==> config.mk <==
export PLATFORM = sky130hd
export DESIGN_NAME = controller_sequencer
export DESIGN_NICKNAME = d
export VERILOG_FILES = /design/src/rtl/controller_sequencer_pkg.sv /design/src/rtl/ring_counter.sv /design/src/rtl/controller_sequencer.sv
export SDC_FILE = /design/constraint.sdc
export NUM_CORES = 1
export LEC_CHECK = 0
export BUFFER_PORTS_ARGS = -buffer_cell sky130_fd_sc_hd__buf_2
export CELL_PAD_IN_SITES_DETAIL_PLACEMENT = 1
export CELL_PAD_IN_SITES_GLOBAL_PLACEMENT = 1
export CORE_MARGIN = 2
export CORE_UTILIZATION = 30
export DETAILED_ROUTE_END_ITERATION = 8
export PLACE_DENSITY = 0.8
export SYNTH_ARGS = -nofsm -noshare
export SYNTH_HDL_FRONTEND = slang
export SYNTH_SLANG_ARGS = --single-unit
==> constraint.sdc <==
create_clock -name clk -period 2.5 [get_ports clk]
set_clock_uncertainty 0.1 [all_clocks]
set_input_delay 0.125 -clock clk [delete_from_list [all_inputs] [get_ports clk]]
set_output_delay 0.125 -clock clk [all_outputs]
set_load 0.02 [all_outputs]
==> src/rtl/controller_sequencer_pkg.sv <==
// controller_sequencer_pkg: opcodes, T-state encoding and control-word layout
package controller_sequencer_pkg;
  localparam logic [3:0] OP_LDA = 4'h0;
  localparam logic [3:0] OP_ADD = 4'h1;
  localparam logic [3:0] OP_SUB = 4'h2;
  localparam logic [3:0] OP_OUT = 4'hE;
  localparam logic [3:0] OP_HLT = 4'hF;
  typedef enum logic [5:0] {
    T1 = 6'b000001,
    T2 = 6'b000010,
    T3 = 6'b000100,
    T4 = 6'b001000,
    T5 = 6'b010000,
    T6 = 6'b100000
  } t_state_e;
  localparam int CW_W    = 12;
  localparam int CW_CP   = 11;
  localparam int CW_EP   = 10;
  localparam int CW_LM_N = 9;
  localparam int CW_CE_N = 8;
  localparam int CW_LI_N = 7;
  localparam int CW_EI_N = 6;
  localparam int CW_LA_N = 5;
  localparam int CW_EA   = 4;
  localparam int CW_SU   = 3;
  localparam int CW_EU   = 2;
  localparam int CW_LB_N = 1;
  localparam int CW_LO_N = 0;
  typedef logic [CW_W-1:0] cw_t;
  // Active-low positions are 1 so that XOR with an "asserted" mask yields pin levels
  localparam cw_t CW_IDLE = 12'h3E3;
  localparam cw_t CW_NONE = '0;
  function automatic cw_t cw_bit(input int pos);
    return cw_t'(1) << pos;
  endfunction
endpackage

==> src/rtl/ring_counter.sv <==
// ring_counter: falling-edge one-hot T1..T6 ring with a halt latch that freezes at T4
module ring_counter
  import controller_sequencer_pkg::*;
(
  input  logic       clk,
  input  logic       clr_n,
  input  logic       halt_req,
  output logic [5:0] t_state,
  output logic       halted
);
  t_state_e state;
  // Rotate the ring each falling edge unless halting; the halt request latches at the end of T4
  always_ff @(negedge clk or negedge clr_n) begin
    if (!clr_n) begin
      state  <= T1;
      halted <= 1'b0;
    end else if (!halted) begin
      if (halt_req) halted <= 1'b1;
      else state <= t_state_e'({state[4:0], state[5]});
    end
  end
  assign t_state = state;
endmodule

==> src/rtl/controller_sequencer.sv <==
// controller_sequencer: SAP-1 style control sequencer decoding ring state and opcode into control lines
module controller_sequencer
  import controller_sequencer_pkg::*;
(
  input  logic       clk,
  input  logic       clr_n,
  input  logic [3:0] opcode,
  output logic       cp,
  output logic       ep,
  output logic       ea,
  output logic       su,
  output logic       eu,
  output logic       lm_n,
  output logic       ce_n,
  output logic       li_n,
  output logic       ei_n,
  output logic       la_n,
  output logic       lb_n,
  output logic       lo_n,
  output logic       hlt,
  output logic [5:0] t_state
);
  logic halted, halt_req, is_alu, is_mem;
  cw_t  act, cw;
  ring_counter u_ring (
    .clk      (clk),
    .clr_n    (clr_n),
    .halt_req (halt_req),
    .t_state  (t_state),
    .halted   (halted)
  );
  assign halt_req = t_state == T4 && opcode == OP_HLT;
  assign is_alu   = opcode == OP_ADD || opcode == OP_SUB;
  assign is_mem   = is_alu || opcode == OP_LDA;
  // Asserted-signal mask per state; undefined opcodes and HLT fall through to nothing
  always_comb begin
    act = t_state == T1 ? cw_bit(CW_EP) | cw_bit(CW_LM_N) :
          t_state == T2 ? cw_bit(CW_CP) :
          t_state == T3 ? cw_bit(CW_CE_N) | cw_bit(CW_LI_N) :
          t_state == T4 ? (is_mem ? cw_bit(CW_EI_N) | cw_bit(CW_LM_N) :
                           opcode == OP_OUT ? cw_bit(CW_EA) | cw_bit(CW_LO_N) : CW_NONE) :
          t_state == T5 ? (opcode == OP_LDA ? cw_bit(CW_CE_N) | cw_bit(CW_LA_N) :
                           is_alu ? cw_bit(CW_CE_N) | cw_bit(CW_LB_N) |
                                    (opcode == OP_SUB ? cw_bit(CW_SU) : CW_NONE) : CW_NONE) :
          t_state == T6 ? (is_alu ? cw_bit(CW_EU) | cw_bit(CW_LA_N) |
                                    (opcode == OP_SUB ? cw_bit(CW_SU) : CW_NONE) : CW_NONE) :
          CW_NONE;
  end
  assign cw   = (clr_n && !halted) ? act ^ CW_IDLE : CW_IDLE;
  assign hlt  = clr_n && (halted || halt_req);
  assign cp   = cw[CW_CP];
  assign ep   = cw[CW_EP];
  assign lm_n = cw[CW_LM_N];
  assign ce_n = cw[CW_CE_N];
  assign li_n = cw[CW_LI_N];
  assign ei_n = cw[CW_EI_N];
  assign la_n = cw[CW_LA_N];
  assign ea   = cw[CW_EA];
  assign su   = cw[CW_SU];
  assign eu   = cw[CW_EU];
  assign lb_n = cw[CW_LB_N];
  assign lo_n = cw[CW_LO_N];
endmodule

==> results of run 1 <==
-- per-stage QoR --
stage	hold slack, ns	cells	setup TNS, ns	utilization (%)
after global placement	0.471	118	-6.10	57.1
after CTS	0.506	132	-10.62	72.7
after detailed placement	0.498	118	-6.60	57.1
after floorplan	0.194	57	-5.90	-
-- Yosys cell counts, types with 2 or more instances --
| master | instances |
|---|---|
| a31oi_1 | 2 |
| inv_1 | 6 |
| a21oi_1 | 2 |
| dfrtn_1 | 6 |
| nor2_1 | 4 |
| mux2_2 | 3 |
| nand2_1 | 3 |
| nand2b_1 | 2 |
| or3_1 | 2 |
| nor3_1 | 4 |
| clkbuf_1 | 2 |
-- timing repair --
| action | CTS |
|---|---|
| hold buffers | 0 |
| setup endpoints to repair | 15 |
| gates resized for setup | 39 |
| setup buffers | 10 |
| pin swaps | 8 |
-- kinds of logic after synthesis --
| family | share of synthesized area, % |
|---|---|
| XOR/XNOR | 1.75 |
| flip-flops | 35.3 |
| multiplexers | 6.75 |
| buffers and inverters | 6.00 |
| AND/OR/NAND/NOR | 34.5 |
| AO/OA/AOI/OAI | 15.7 |
==> results.py, run 1 <==
metrics = {
    "run_status": {
        "status": "stopped before the end",
        "stop_stage": "global routing",
        "error": "[ERROR DPL-0033] detailed placement checks failed during check placement.",
    },
    "die": {
        "fp.dieW_um": 44.8,
        "start_util_pct": 32.5,
        "row_count": 14,
        "die_h_um": 44.8,
        "io_pins": 25,
    },
    "yosys": {
        "ys.flop_type": "dfrtn_1",
        "synth.avg_cell_area_um2": 8.78,
        "yosys-top-cells-area": "dfrtn_1 (30%), mux2_2 (6.7%), dfstp_2 (5.3%), inv_1 (4.5%), nor3_1 (4.0%)",
        "synth.distinct_cells": 32,
        "yosysTopAreaCellShare_pct": 30.0,
        "ys_ff_latch": 7,
        "synth_area_um2": 500,
        "synth_warnings": 0,
        "synthCells": 57,
        "seq_area_frac_synth_pct": 35.3,
        "synth.largest_area_cell": "dfrtn_1",
        "synthesis.nets": 63,
        "synth_edf_count": 0,
        "ys_async_sr_fraction_pct": 100,
    },
    "cts": {
        "htree_levels": 1,
        "ctsRootBufferMaster": "clkbuf_4",
        "cts_sinks": 7,
        "cts_buffer_depth": 2,
        "cts_made_buffers": 3,
    },
    "sta": {
        "endpoint_type": "primary output",
        "worst_endpoint": "lb_n",
    },
    "place": {
        "placed_area_um2": 881,
        "port_buffers": 24,
        "dp_slack_ns": -0.746,
        "gp_congestion": 0.797,
        "post-dp-hpwl_mm": 1.61,
    },
    "global_routing": {
        "grt_max_degree": 11,
        "antenna_found_initial": 0,
    },
}
==> inputs of run 2 (changes only) <==
Settings changed: CELL_PAD_IN_SITES_DETAIL_PLACEMENT 1 to default, CELL_PAD_IN_SITES_GLOBAL_PLACEMENT 1 to default, CORE_AREA from default to 2 2 63 65, CORE_MARGIN 2 to default, CORE_UTILIZATION 30 to default, DIE_AREA from default to 0 0 65 67, PLACE_DENSITY 0.8 to default, PLACE_DENSITY_LB_ADDON from default to 0.15.
==> results.py, run 2 <==
metrics = {
    "run_status": {
        "status": "complete, but fails checks",
        "violations": "setup timing",
    },
    "die": {
        "coreArea_mm2": 0.00361,
        "row_count": 22,
        "dieArea_mm2": 0.00436,
        "fp.dieW_um": 65,
        "io_pins": 25,
        "die_h_um": 67,
        "start_util_pct": 13.9,
    },
    "yosys": {
        "synth.distinct_cells": 32,
        "ys_async_sr_fraction_pct": 100,
        "synth.avg_cell_area_um2": 8.78,
        "synth.largest_area_cell": "dfrtn_1",
        "synth_warnings": 0,
        "ys_ff_latch": 7,
        "synthesis.nets": 63,
        "seq_area_frac_synth_pct": 35.3,
        "synth_commonest_cells": "dfrtn_1 (6), inv_1 (6), nor2_1 (4), nor3_1 (4)",
        "synth_area_um2": 500,
        "synthCells": 57,
        "synth_edf_count": 0,
        "yosys-top-cells-area": "dfrtn_1 (30%), mux2_2 (6.7%), dfstp_2 (5.3%), inv_1 (4.5%), nor3_1 (4.0%)",
        "yosysTopAreaCellShare_pct": 30.0,
        "ys.flop_type": "dfrtn_1",
    },
    "cts": {
        "cts_buffer_depth": 2,
        "cts_sinks": 7,
        "tritoncts": "yes",
        "htree_levels": 1,
        "clk_latency_ns": 0.29,
        "clk_pin_slew_ns": 0.03,
        "postCtsHoldBufs": 0,
        "ctsRootBufferMaster": "clkbuf_8",
        "cts_made_buffers": 3,
    },
    "critical_path": {
        "end_kind": "output pin",
        "cp-start-kind": "register",
        "reg2reg_setup_slack_ns": 0.89,
        "critPathLaunch": "u_ring.t_state[0]",
        "reg2reg_from": "u_ring.t_state[0]",
        "cpMaxStageDelayCell": "or4_4",
        "worstPathCellList": "or4_4, or3_4, or3_4, buf_2",
        "required_ns": 2.28,
        "r2r_cells": 5,
        "max_stage_delay_ns": 0.48,
        "crit_buf_inv": 1,
        "path_depth": 4,
        "cp_data_arrival_time_ns": 3.30,
        "crit_end": "lb_n",
        "r2r_end": "u_ring.t_state[3]",
        "crit_type": "reg2out",
        "path_delay_family": "simple AND/OR/NAND/NOR gates",
        "cpMostUsedCell": "or3_4",
        "crit_fanout": 3,
    },
    "sta": {
        "setup_viol": 15,
        "whs_ns": 0.497,
        "rsz0062_at_grt": "yes",
        "worst_slack_ns": -1.02,
        "hold_viol": 0,
        "worstMarginPinSlew_ns": 0.387,
        "slew_viol_final": 0,
        "max_slew_margin_pct": 74.0,
    },
    "routing": {
        "via_per_inst": 4.10,
        "wl_per_cell_um": 11.2,
        "drc": 0,
        "detail_route.first_pass.iterations": 2,
        "vias": 640,
        "wl_mm": 1.75,
        "final_antenna_net_count": 0,
        "drt_iter0_drc": 4,
    },
    "power_and_ir_drop": {
        "power.leakage_nw": 0.502,
        "vdd_drop_max_mv": 0.405,
        "p_per_area_mw_per_mm2": 1060,
    },
    "place": {
        "port_buffers": 24,
        "gp_congestion": 0.691,
        "post-dp-hpwl_mm": 1.40,
        "dp_slack_ns": -0.742,
    },
    "global_routing": {
        "grt.total_usage_pct": 8.93,
        "antenna_found_initial": 0,
        "gr-total-overflow": 0,
        "grt_pass1_wl_mm": 2.95,
        "grt_pass1_vias": 668,
        "grt_max_degree": 11,
    },
    "finish": {
        "final_cell_mix": "buf_4 (25), buf_6 (15), buf_2 (9), inv_1 (6), dfrtn_1 (6)",
        "final_common_cell": "buf_4",
        "fin_util_pct": 31.8,
        "drive_gt1_share_pct": 73.1,
        "antenna-diode-count": 0,
        "largest_register_ffs": 6,
        "area_delta_synth_final_pct": 129,
        "nets": 115,
    },
    "job": {
        "maxCapViolations": 0,
    },
    "min_path": {
        "min_path_type": "reg2reg",
    },
}
## run 2: layout make-up
cell class                      count  area (um^2)
Inverter                            5         18.8
Clock buffer                        4         45.0
Tap cell                           48         60.1
Timing Repair Buffer               49          402
Clock inverter                      1         3.75
Sequential cell                     7          176
Multi-Input combinational cell     42          440
Fill cell                         384         2460
## run 2: repair_timing
item                       in CTS  in global routing
pin swaps                       6                  7
setup endpoints to repair      15                 17
setup buffers                   6                  2
gates resized for setup        35                 13
## run 2: worst min-delay path by stage
stage                      start                 to  cells after the start
3_3_place_gp   u_ring.t_state[4]  u_ring.t_state[4]                      2
3_5_place_dp   u_ring.t_state[4]  u_ring.t_state[4]                      2
2_1_floorplan          opcode[0]                 su                      1
4_1_cts        u_ring.t_state[1]  u_ring.t_state[1]                      2
6_report           u_ring.halted  u_ring.t_state[3]                      2
5_1_grt        u_ring.t_state[1]  u_ring.t_state[2]                      2
## run 2: routing by layer
metal | track usage [%] | vias to the layer above | part of all wire (%)
li1 | - | 315 | -
met1 | 11.0 | 302 | 46
met2 | 15.3 | 19 | 48
met3 | 1.35 | 4 | 5.5
met4 | 3.99 | 0 | 0.91
met5 | 0 | - | 0
## run 2: cells by family (layout without fill, tap and decap cells)
logic type,Yosys count,after routing,synth area share (%)
mux,3,3,6.75
xor+xnor,1,1,1.75
simple gates,27,27,34.5
buf+inv,8,59,6.00
flops,7,7,35.3
compound gates,11,11,15.7
## run 2: power by group
part / leakage [nW] / internal, mW / total, mW / switching [mW]
Clock: 0.0281 / 0.113 / 0.165 / 0.0524
Combinational: 0.389 / 0.414 / 0.848 / 0.433
Sequential: 0.0850 / 0.179 / 0.207 / 0.0273
Total: 0.502 / 0.706 / 1.22 / 0.513
## run 2: worst register-to-register path, stage by stage, from the launching register on
cell	delay (ns)
dfstp_2	0.52
buf_4	0.14
and4bb_4	0.22
a41oi_2	0.22
buf_4	0.15
o22ai_1	0.06
## run 2: per-stage QoR
stage          total power, mW  instances  instance area, um^2  TNS [ns]
2_1_floorplan            0.595         57                  577     -5.90
3_3_place_gp             0.882        147                  898     -6.25
3_5_place_dp             0.884        147                  898     -6.34
4_1_cts                   1.23        157                 1110    -10.17
5_1_grt                   1.31        156                 1150    -10.64
6_report                  1.22        156                 1150     -9.68
Note: power is estimated with default switching activity, not from simulation.
